File: src/rtl/issue_queue_pkg.sv
// Shared constants and the issue queue entry layout; entry fields are sized
// from the IQ_* constants, so the top's width parameters must agree with them.
package issue_queue_pkg;

    localparam int IQ_DEPTH   = 8;
    localparam int IQ_XLEN    = 32;
    localparam int IQ_TAG_W   = 6;
    localparam int IQ_OPC_W   = 4;
    localparam int IQ_NUM_CDB = 2;

    typedef struct packed {
        logic                valid;
        logic [IQ_TAG_W-1:0] rd_tag;
        logic [IQ_OPC_W-1:0] opcode;
        logic [IQ_XLEN-1:0]  rs_data;
        logic [IQ_TAG_W-1:0] rs_tag;
        logic                rs_val;
        logic [IQ_XLEN-1:0]  rt_data;
        logic [IQ_TAG_W-1:0] rt_tag;
        logic                rt_val;
    } iq_entry_t;

endpackage

File: src/rtl/iq_oldest_picker.sv
// Oldest-first priority encoder: grants the lowest-index set bit of ready_i.
// Purely combinational, no backpressure; grant_o is all-zero when nothing is ready.
module iq_oldest_picker #(
    parameter int DEPTH = 8,
    parameter int IDX_W = $clog2(DEPTH)
) (
    input  logic [DEPTH-1:0] ready_i,
    output logic [DEPTH-1:0] grant_o,
    output logic [IDX_W-1:0] idx_o
);

    always_comb begin
        grant_o = '0;
        idx_o   = '0;
        // Walk from the youngest slot down so the oldest ready slot is the last writer.
        for (int i = DEPTH - 1; i >= 0; i--) begin
            if (ready_i[i]) begin
                grant_o    = '0;
                grant_o[i] = 1'b1;
                idx_o      = IDX_W'(i);
            end
        end
    end

endmodule

File: src/rtl/generic_issue_queue.sv
// Compacted age-ordered issue queue with CDB wakeup; issue is combinational from registered
// entries, dispatch_ready depends combinationally on issue_ready. Optional ISSUE_QUEUE_CDB_BYPASS_EN.
module generic_issue_queue
    import issue_queue_pkg::*;
#(
    parameter int DEPTH   = IQ_DEPTH,
    parameter int XLEN    = IQ_XLEN,
    parameter int TAG_W   = IQ_TAG_W,
    parameter int OPC_W   = IQ_OPC_W,
    parameter int NUM_CDB = IQ_NUM_CDB
) (
    input  logic                       clk,
    input  logic                       reset,
    input  logic                       flush,
    input  logic                       dispatch_valid,
    output logic                       dispatch_ready,
    input  logic [XLEN-1:0]            dispatch_rs_data,
    input  logic [XLEN-1:0]            dispatch_rt_data,
    input  logic [TAG_W-1:0]           dispatch_rs_tag,
    input  logic [TAG_W-1:0]           dispatch_rt_tag,
    input  logic                       dispatch_rs_val,
    input  logic                       dispatch_rt_val,
    input  logic [OPC_W-1:0]           dispatch_opcode,
    input  logic [TAG_W-1:0]           dispatch_rd_tag,
    input  logic [NUM_CDB-1:0]         cdb_valid,
    input  logic [NUM_CDB*TAG_W-1:0]   cdb_tag,
    input  logic [NUM_CDB*XLEN-1:0]    cdb_data,
    output logic                       issue_valid,
    input  logic                       issue_ready,
    output logic [XLEN-1:0]            issue_rs_data,
    output logic [XLEN-1:0]            issue_rt_data,
    output logic [TAG_W-1:0]           issue_rd_tag,
    output logic [OPC_W-1:0]           issue_opcode,
    output logic [$clog2(DEPTH+1)-1:0] count
);

    localparam int CNT_W = $clog2(DEPTH + 1);
    localparam int IDX_W = $clog2(DEPTH);

    iq_entry_t              entries_q [DEPTH];
    iq_entry_t              entries_d [DEPTH];
    logic      [CNT_W-1:0]  count_q, count_d;
    logic      [DEPTH-1:0]  ready;
    logic      [DEPTH-1:0]  pick_grant;
    logic      [IDX_W-1:0]  pick_idx;
    logic                   issue_fire;
    logic                   dispatch_fire;
    logic      [CNT_W-1:0]  wr_slot;
    iq_entry_t              new_entry;

    // Returns {hit, data}; scanning from the top port down lets port 0 win ties.
    function automatic logic [XLEN:0] cdb_match(
        input logic [TAG_W-1:0]         tag,
        input logic [NUM_CDB-1:0]       vld,
        input logic [NUM_CDB*TAG_W-1:0] tags,
        input logic [NUM_CDB*XLEN-1:0]  data
    );
        cdb_match = '0;
        for (int p = NUM_CDB - 1; p >= 0; p--) begin
            if (vld[p] && (tags[p*TAG_W +: TAG_W] == tag)) begin
                cdb_match = {1'b1, data[p*XLEN +: XLEN]};
            end
        end
    endfunction

    always_comb begin
        for (int i = 0; i < DEPTH; i++) begin
            ready[i] = entries_q[i].valid & entries_q[i].rs_val & entries_q[i].rt_val;
        end
    end

    iq_oldest_picker #(
        .DEPTH (DEPTH),
        .IDX_W (IDX_W)
    ) u_picker (
        .ready_i (ready),
        .grant_o (pick_grant),
        .idx_o   (pick_idx)
    );

    assign issue_valid    = !flush && (|ready);
    assign issue_fire     = issue_valid && issue_ready;
    assign dispatch_ready = !flush && ((count_q < CNT_W'(DEPTH)) || issue_fire);
    assign dispatch_fire  = dispatch_valid && dispatch_ready;
    assign wr_slot        = issue_fire ? (count_q - 1'b1) : count_q;
    assign count          = count_q;

    always_comb begin
        issue_rs_data = '0;
        issue_rt_data = '0;
        issue_rd_tag  = '0;
        issue_opcode  = '0;
        for (int i = 0; i < DEPTH; i++) begin
            if (issue_valid && pick_grant[i]) begin
                issue_rs_data = entries_q[i].rs_data;
                issue_rt_data = entries_q[i].rt_data;
                issue_rd_tag  = entries_q[i].rd_tag;
                issue_opcode  = entries_q[i].opcode;
            end
        end
    end

    always_comb begin
`ifdef ISSUE_QUEUE_CDB_BYPASS_EN
        logic [XLEN:0] byp;
        byp = '0;
`endif
        new_entry         = '0;
        new_entry.valid   = 1'b1;
        new_entry.rd_tag  = dispatch_rd_tag;
        new_entry.opcode  = dispatch_opcode;
        new_entry.rs_data = dispatch_rs_data;
        new_entry.rs_tag  = dispatch_rs_tag;
        new_entry.rs_val  = dispatch_rs_val;
        new_entry.rt_data = dispatch_rt_data;
        new_entry.rt_tag  = dispatch_rt_tag;
        new_entry.rt_val  = dispatch_rt_val;
`ifdef ISSUE_QUEUE_CDB_BYPASS_EN
        if (!dispatch_rs_val) begin
            byp = cdb_match(dispatch_rs_tag, cdb_valid, cdb_tag, cdb_data);
            if (byp[XLEN]) begin
                new_entry.rs_data = byp[XLEN-1:0];
                new_entry.rs_val  = 1'b1;
            end
        end
        if (!dispatch_rt_val) begin
            byp = cdb_match(dispatch_rt_tag, cdb_valid, cdb_tag, cdb_data);
            if (byp[XLEN]) begin
                new_entry.rt_data = byp[XLEN-1:0];
                new_entry.rt_val  = 1'b1;
            end
        end
`endif
    end

    always_comb begin
        logic [XLEN:0] hit;
        hit = '0;
        for (int i = 0; i < DEPTH; i++) begin
            entries_d[i] = entries_q[i];
        end
        count_d = count_q;

        // Collapse the hole left by the issued entry; the top slot always empties.
        if (issue_fire) begin
            for (int i = 0; i < DEPTH - 1; i++) begin
                if (IDX_W'(i) >= pick_idx) begin
                    entries_d[i] = entries_q[i+1];
                end
            end
            entries_d[DEPTH-1] = '0;
        end

        // Wakeup lands in the post-shift slot, so it is applied after the collapse.
        for (int i = 0; i < DEPTH; i++) begin
            if (entries_d[i].valid && !entries_d[i].rs_val) begin
                hit = cdb_match(entries_d[i].rs_tag, cdb_valid, cdb_tag, cdb_data);
                if (hit[XLEN]) begin
                    entries_d[i].rs_data = hit[XLEN-1:0];
                    entries_d[i].rs_val  = 1'b1;
                end
            end
            if (entries_d[i].valid && !entries_d[i].rt_val) begin
                hit = cdb_match(entries_d[i].rt_tag, cdb_valid, cdb_tag, cdb_data);
                if (hit[XLEN]) begin
                    entries_d[i].rt_data = hit[XLEN-1:0];
                    entries_d[i].rt_val  = 1'b1;
                end
            end
            if (dispatch_fire && (wr_slot == CNT_W'(i))) begin
                entries_d[i] = new_entry;
            end
        end

        case ({dispatch_fire, issue_fire})
            2'b10:   count_d = count_q + 1'b1;
            2'b01:   count_d = count_q - 1'b1;
            default: count_d = count_q;
        endcase

        if (flush) begin
            for (int i = 0; i < DEPTH; i++) begin
                entries_d[i] = '0;
            end
            count_d = '0;
        end
    end

    always_ff @(posedge clk or posedge reset) begin
        if (reset) begin
            for (int i = 0; i < DEPTH; i++) begin
                entries_q[i] <= '0;
            end
            count_q <= '0;
        end else begin
            for (int i = 0; i < DEPTH; i++) begin
                entries_q[i] <= entries_d[i];
            end
            count_q <= count_d;
        end
    end

endmodule

File: config.mk
export PLATFORM = sky130hd
export DESIGN_NAME = generic_issue_queue
export DESIGN_NICKNAME = d
export VERILOG_FILES = /design/src/rtl/issue_queue_pkg.sv /design/src/rtl/iq_oldest_picker.sv /design/src/rtl/generic_issue_queue.sv
export SDC_FILE = /design/constraint.sdc
export NUM_CORES = 2
export LEC_CHECK = 0
export ABC_AREA = 1
export CAP_MARGIN = 40
export CORE_MARGIN = 2
export CORE_UTILIZATION = 35
export DETAILED_ROUTE_END_ITERATION = 8
export SLEW_MARGIN = 20
export SYNTH_ARGS = -nofsm -noshare
export SYNTH_HDL_FRONTEND = slang
export SYNTH_HIERARCHICAL = 1
export SYNTH_SLANG_ARGS = --single-unit
File: constraint.sdc
create_clock -name clk -period 31.5 [get_ports clk]
set_clock_uncertainty 0.15 [all_clocks]
set_input_delay 6.3 -clock clk [delete_from_list [all_inputs] [get_ports clk]]
set_output_delay 6.3 -clock clk [all_outputs]
set_load 0.02 [all_outputs]
Yosys cells after proc, flatten, opt, wreduce, memory -nomap -nowiden
Cells that the tools add are included.

storage, ports and cells
  bits in writable memories = 0
  bits in registers = 716
  memories = 0
  word-level logic and storage cells = 431
  memory bits (read-only) = 0
  output and inout port bits = 80
  latch bits = 0
  input port bits = 171

cells by class
  eq/ne operators = 41
  add/subtract/negate cells = 2
  shift-type cells = 0
  multipliers = 0
  reduce and logical (&&, ||, !) cells = 111
  bitwise logic cells = 16
  div/mod/pow operators = 0
  $lt $le $gt $ge = 8
  mux-type cells = 180

operator list
  cell                   number
  $mux W33               48
  $mux W32               48
  $mux W712              2
  $mux W89               15
  $eq A6 B6 Y1           32
  $logic_and A1 B1 Y1    68
  $mux W8                8
  $mux W6                8
  $reduce_bool A3 Y1     16
  $mux W4                10
  $mux W1                32
  $mux W3                8
  $logic_not A1 Y1       17
  $and A1 B1 Y1          16
  $eq A4 B3 Y1 const B   4
  $reduce_and A2 Y1      7
  $ge A3 B3 Y1 const A   3
  $eq A4 B2 Y1 const B   2
  $pmux W4 S2            1
  $reduce_or A8 Y1       1
  $ge A1 B3 Y1 const A   2
  $ge A2 B3 Y1 const A   2
  $add A4 B1 Y4 const B  1
  $eq A4 B1 Y1 const B   1
  other kinds (6)        6

Longest topological paths before layout
  depth after elaboration = 22
  depth in mapped cells = 27
  depth with buffers taken out = 25

Cells and area by module
The synthesis kept the hierarchy.

modules (own cells, without submodules)
  module               times used  area an instance (µm²)  seq. area each (µm²)  cells each
  generic_issue_queue  1           62592.5                 17917.2               10713
  iq_oldest_picker     1           156.4                   0.0                   33

Worst setup path before layout
OpenSTA, ideal clock, no wires.

  path kind = in2out
  start point = input port flush
  end point = output port issue_rs_data[18]
  path slack = 16523 ps
  required time = 25050 ps
  stages on the path = 15
  buffers on the path = 4
  arrival time = 8527 ps
  cell sequence = inv_1 > buf_2 > buf_2 > buf_2 > nand2_1 > nor2_1 > clkbuf_1 > nand2_1 > nand3_1 > nand3_1 > o21ai_0 > nand2_1 > o211ai_1 > nand3_1 > a21oi_1

on the way
  word-level cells in the longest chain between the ends = 11
  elaborated cells on any way between the ends = 18
  classes of those cells = mux: 8; reduce/logical: 10

ends and longest elaborated chain
  what                   line                       RTL
  start: declaration     generic_issue_queue.sv:14  input logic flush,
  $logic_not A1 Y1 *     generic_issue_queue.sv:81  assign issue_valid = !flush && (|ready);
  $logic_and A1 B1 Y1 *  generic_issue_queue.sv:81
  $logic_and A1 B1 Y1    generic_issue_queue.sv:94  if (issue_valid && pick_grant[i]) begin
  $mux W32 (7 in a row)  generic_issue_queue.sv:94
  $mux W32 *             generic_issue_queue.sv:94
  end: declaration       generic_issue_queue.sv:30  output logic [XLEN-1:0] issue_rs_data,

Mark *: on every way between the ends. The rest lies on a longest branch, timed or not.

Worst setup path after layout
  start point = input port flush
  end point = output port issue_rs_data[14]

Same word-level chain as after synthesis.

==> run_results.csv <==
group,metric,value,unit
sta,slew_headroom,0.2541,
clock_network,clock_latency,0.80,ns
die,die_h,427.4,um
pwr,fin_total_pwr,2.737,mW
placement,io_buffers,250,
setup_path,crit_required,25.05,ns
sta,worst_pin_slew,1.119,ns
pwr,vdd_drop_max,50.65,uV
synthesis,netlist_instances,10750,
die,initial_core_util,0.3521,
synthesis,synth_top_cell_area_share,0.2855,
synthesis,synth.area.top_cells,"dfrtp_1, nand2_1, inv_1, o21ai_0, nand3_1",
die,die_area,0.1827,mm2
job,drv_cap,0,
clock_network,cts_hold_buf,0,
final_layout,nNetsFinal,10760,
final_layout,post-route-util,0.4028,
final_layout,nFillCells,19200,
clock_network,clk_pin_slew,0.06,ns
global_route,grt_pass1_wl,501700,um
setup_path,critPathKind,"primary input to output pin",
synthesis,ys.flop_type,"dfrtp_1",
synthesis,synth_xor_area_frac,0.002492,
status,status,"completed",
pwr,pwr-share-seq,0.365,
die,die_w,427.4,um
pwr,combPwrFrac,0.215,
routing,dr.pass1.iters,9,
synthesis,ys_seq_area_frac,0.2855,
synthesis,synth_top_cell_by_area,"dfrtp_1",
sta,setup_violations,0,
clock_network,cts.repair_timing.setup_buffer_count,0,
die,coreArea,0.1782,mm2
clock_network,cts_tree,"done",
routing,routedWlPerCell,27.26,um
synthesis,syn-cell-area,0.06275,mm2
sta,rsz0062_at_grt,"false",
hold_path,hold_path.class,"register to register",
routing,drc,0,
sta,final.min_clock_period,17.57,ns
clock_network,ctsResizeCount,0,
synthesis,synthMostInstantiatedCell,"nand2_1",
synthesis,synth_common_cells,"nand2_1, inv_1, o21ai_0",
placement,place_congestion,1.018,
die,rows,155,
routing,drtIter0Drc,11710,
pwr,powerDensity,38.12,mW/mm2
sta,whs,0.3898,ns
sta,tns,0,ns
pwr,p_leak,40.47,nW
global_route,antenna_found_initial,37,
die,io-pin-count,251,
synthesis,synth.ff_latch_count,716,
synthesis,synth_edf_count,0,
sta,fmax,56.92,MHz
clock_network,numCtsBuffers,98,
pwr,swShare,0.3538,
placement,dp_hpwl,229000,um
pwr,clockPowerShare,0.420,
sta,maxSlewViolCount,0,
setup_path,start_kind,"primary input",
synthesis,synthSimpleGateAreaFrac,0.3507,
hold_path,hp-start,"entries_q[707]",
setup_path,critPathArrivalTime,11.12,ns
clock_network,h-tree-depth,3,
synthesis,async_flop_share,1.000,
sta,hold_violations,0,
global_route,grt_max_degree,103,
setup_path,reg2reg_from,"entries_q[711]",
synthesis,synth-adder-area-share,0.0003988,
global_route,overflow,0,
synthesis,synth_compound_area_frac,0.1582,
sta,finalCritPeriodShare,0.5578,
clock_network,clkSinkCount,716,
setup_path,worstSetupEndpointType,"output pin",
synthesis,synth_nets,10920,
pwr,p_switching,0.9684,mW
synthesis,synth_warnings,6,
clock_network,clockBufferDepth,3,
clock_network,clockRootBuffer,"clkbuf_16",
final_layout,drive_above_1_share,0.05520,
synthesis,synth.area.mux_share,0.03988,
routing,ant_nets,0,
final_layout,area_growth,14.42,%
routing,routed_wl,355100,um
synthesis,yosysUniqueCellTypes,45,
pwr,p_int,1.768,mW
routing,num_vias,76800,
synthesis,avgSynthCellArea,5.839,um2
setup_path,crit_fanout,102,
setup_path,startpoint,"flush",
synthesis,synth_top_family_by_area,"simple AND/OR/NAND/NOR gates",
global_route,grtUsageTotal,0.3773,
global_route,grt_pass1_vias,70620,
routing,viasPerCell,5.895,
-- routing by layer --
metal,track usage,wire [um]
met5,0,81
met1,0.4517,128200
met4,0.2832,31900
met3,0.1459,50660
met2,0.5438,144300
-- cell type report --
| class | count | area [um2] | area share |
|---|---|---|---|
| diodes | 20 | 50.05 | 0.0006971 |
| clock buffers | 147 | 2920 | 0.04067 |
| well taps | 2355 | 2947 | 0.04104 |
| inverters | 1820 | 6857 | 0.09550 |
| flip-flops and latches | 716 | 17920 | 0.2496 |
| clock inverters | 19 | 177.7 | 0.002475 |
| multi-input cells | 7410 | 35020 | 0.4878 |
| repair buffers | 541 | 5907 | 0.08227 |
-- kinds of logic (layout without fill, tap and decap cells) --
| group | after synthesis | in the layout |
|---|---|---|
| AO/OA/AOI/OAI | 1936 | 1936 |
| AND/OR/NAND/NOR | 5205 | 5205 |
| XOR/XNOR | 17 | 17 |
| multiplexers | 250 | 250 |
| buffers and inverters | 2620 | 2527 |
| adder cells (fa/ha/maj) | 2 | 2 |
| other | 0 | 20 |
| flip-flops | 716 | 716 |
-- power by group through the flow --
stage / combinational (mW) / sequential (mW) / clock (mW)
floorplan: 0.311 / 1.01 / 0
global placement: 0.529 / 1.01 / 0
detailed placement: 0.548 / 1.02 / 0
CTS: 0.550 / 0.999 / 1.15
global route: 0.617 / 1.00 / 1.18
finish: 0.588 / 1.00 / 1.15
-- registers in the layout, indices dropped and copies added, names as in the netlist --
| signal | cells |
|---|---|
| entries_q | 712 |
| count | 4 |
-- worst max-delay path: stages --
cell and delay [ns]:
buf_8 0.50, a21oi_2 0.32, nand2_4 0.47, buf_4 0.62
buf_4 0.66, o21ai_0 0.19, o22ai_1 0.15, nand2_1 0.06
o21ai_0 0.31, nor2_1 0.09, o21bai_1 0.30, a21oi_1 0.19
clkdlybuf4s50_1 0.58
-- path summary, 6_finish.rpt --
check / to / slack [ns] / depth (start not counted)
min in group asynchronous: entries_q[309] / 5.90 / 2
max in group asynchronous: entries_q[394] / 22.08 / 8
worst min-delay path: entries_q[707] / 0.39 / 2
worst max-delay path: issue_rs_data[14] / 13.93 / 13
worst min register to register: entries_q[707] / 0.39 / 2
worst max register to register: entries_q[107] / 24.94 / 24
-- stage by stage --
stage | setup slack [ns] | area (um2) | instances
2_1_floorplan | 4.966 | 62750 | 10750
3_5_place_dp | 14.32 | 68040 | 12810
4_1_cts | 14.33 | 71140 | 12970
5_1_grt | 13.96 | 71770 | 13020
6_report | 13.93 | 71800 | 13030
3_3_place_gp | 14.27 | 66730 | 12750
-- cells in the final DEF (no fill, tap or decap), drive strengths merged --
master,count
nor3b,1
clkdlybuf4s50,248
o211ai,17
o21ai,1033
mux2i,250
o22ai,18
xor2,15
xnor2,2
nand3b,1
nand3,850
a31oi,16
clkinv,33
a21boi,3
o221ai,6
nand2,3453
bufinv,1
diode,20
dfrtp,716
nor2,436
and3,2
clkinvlp,1
o21bai,35
inv,1804
nand4,455
ha,2
buf,293
a21oi,807
or2,1
o21a,1
clkbuf,147
nor3,6
Note: power is estimated with default switching activity, not from simulation.
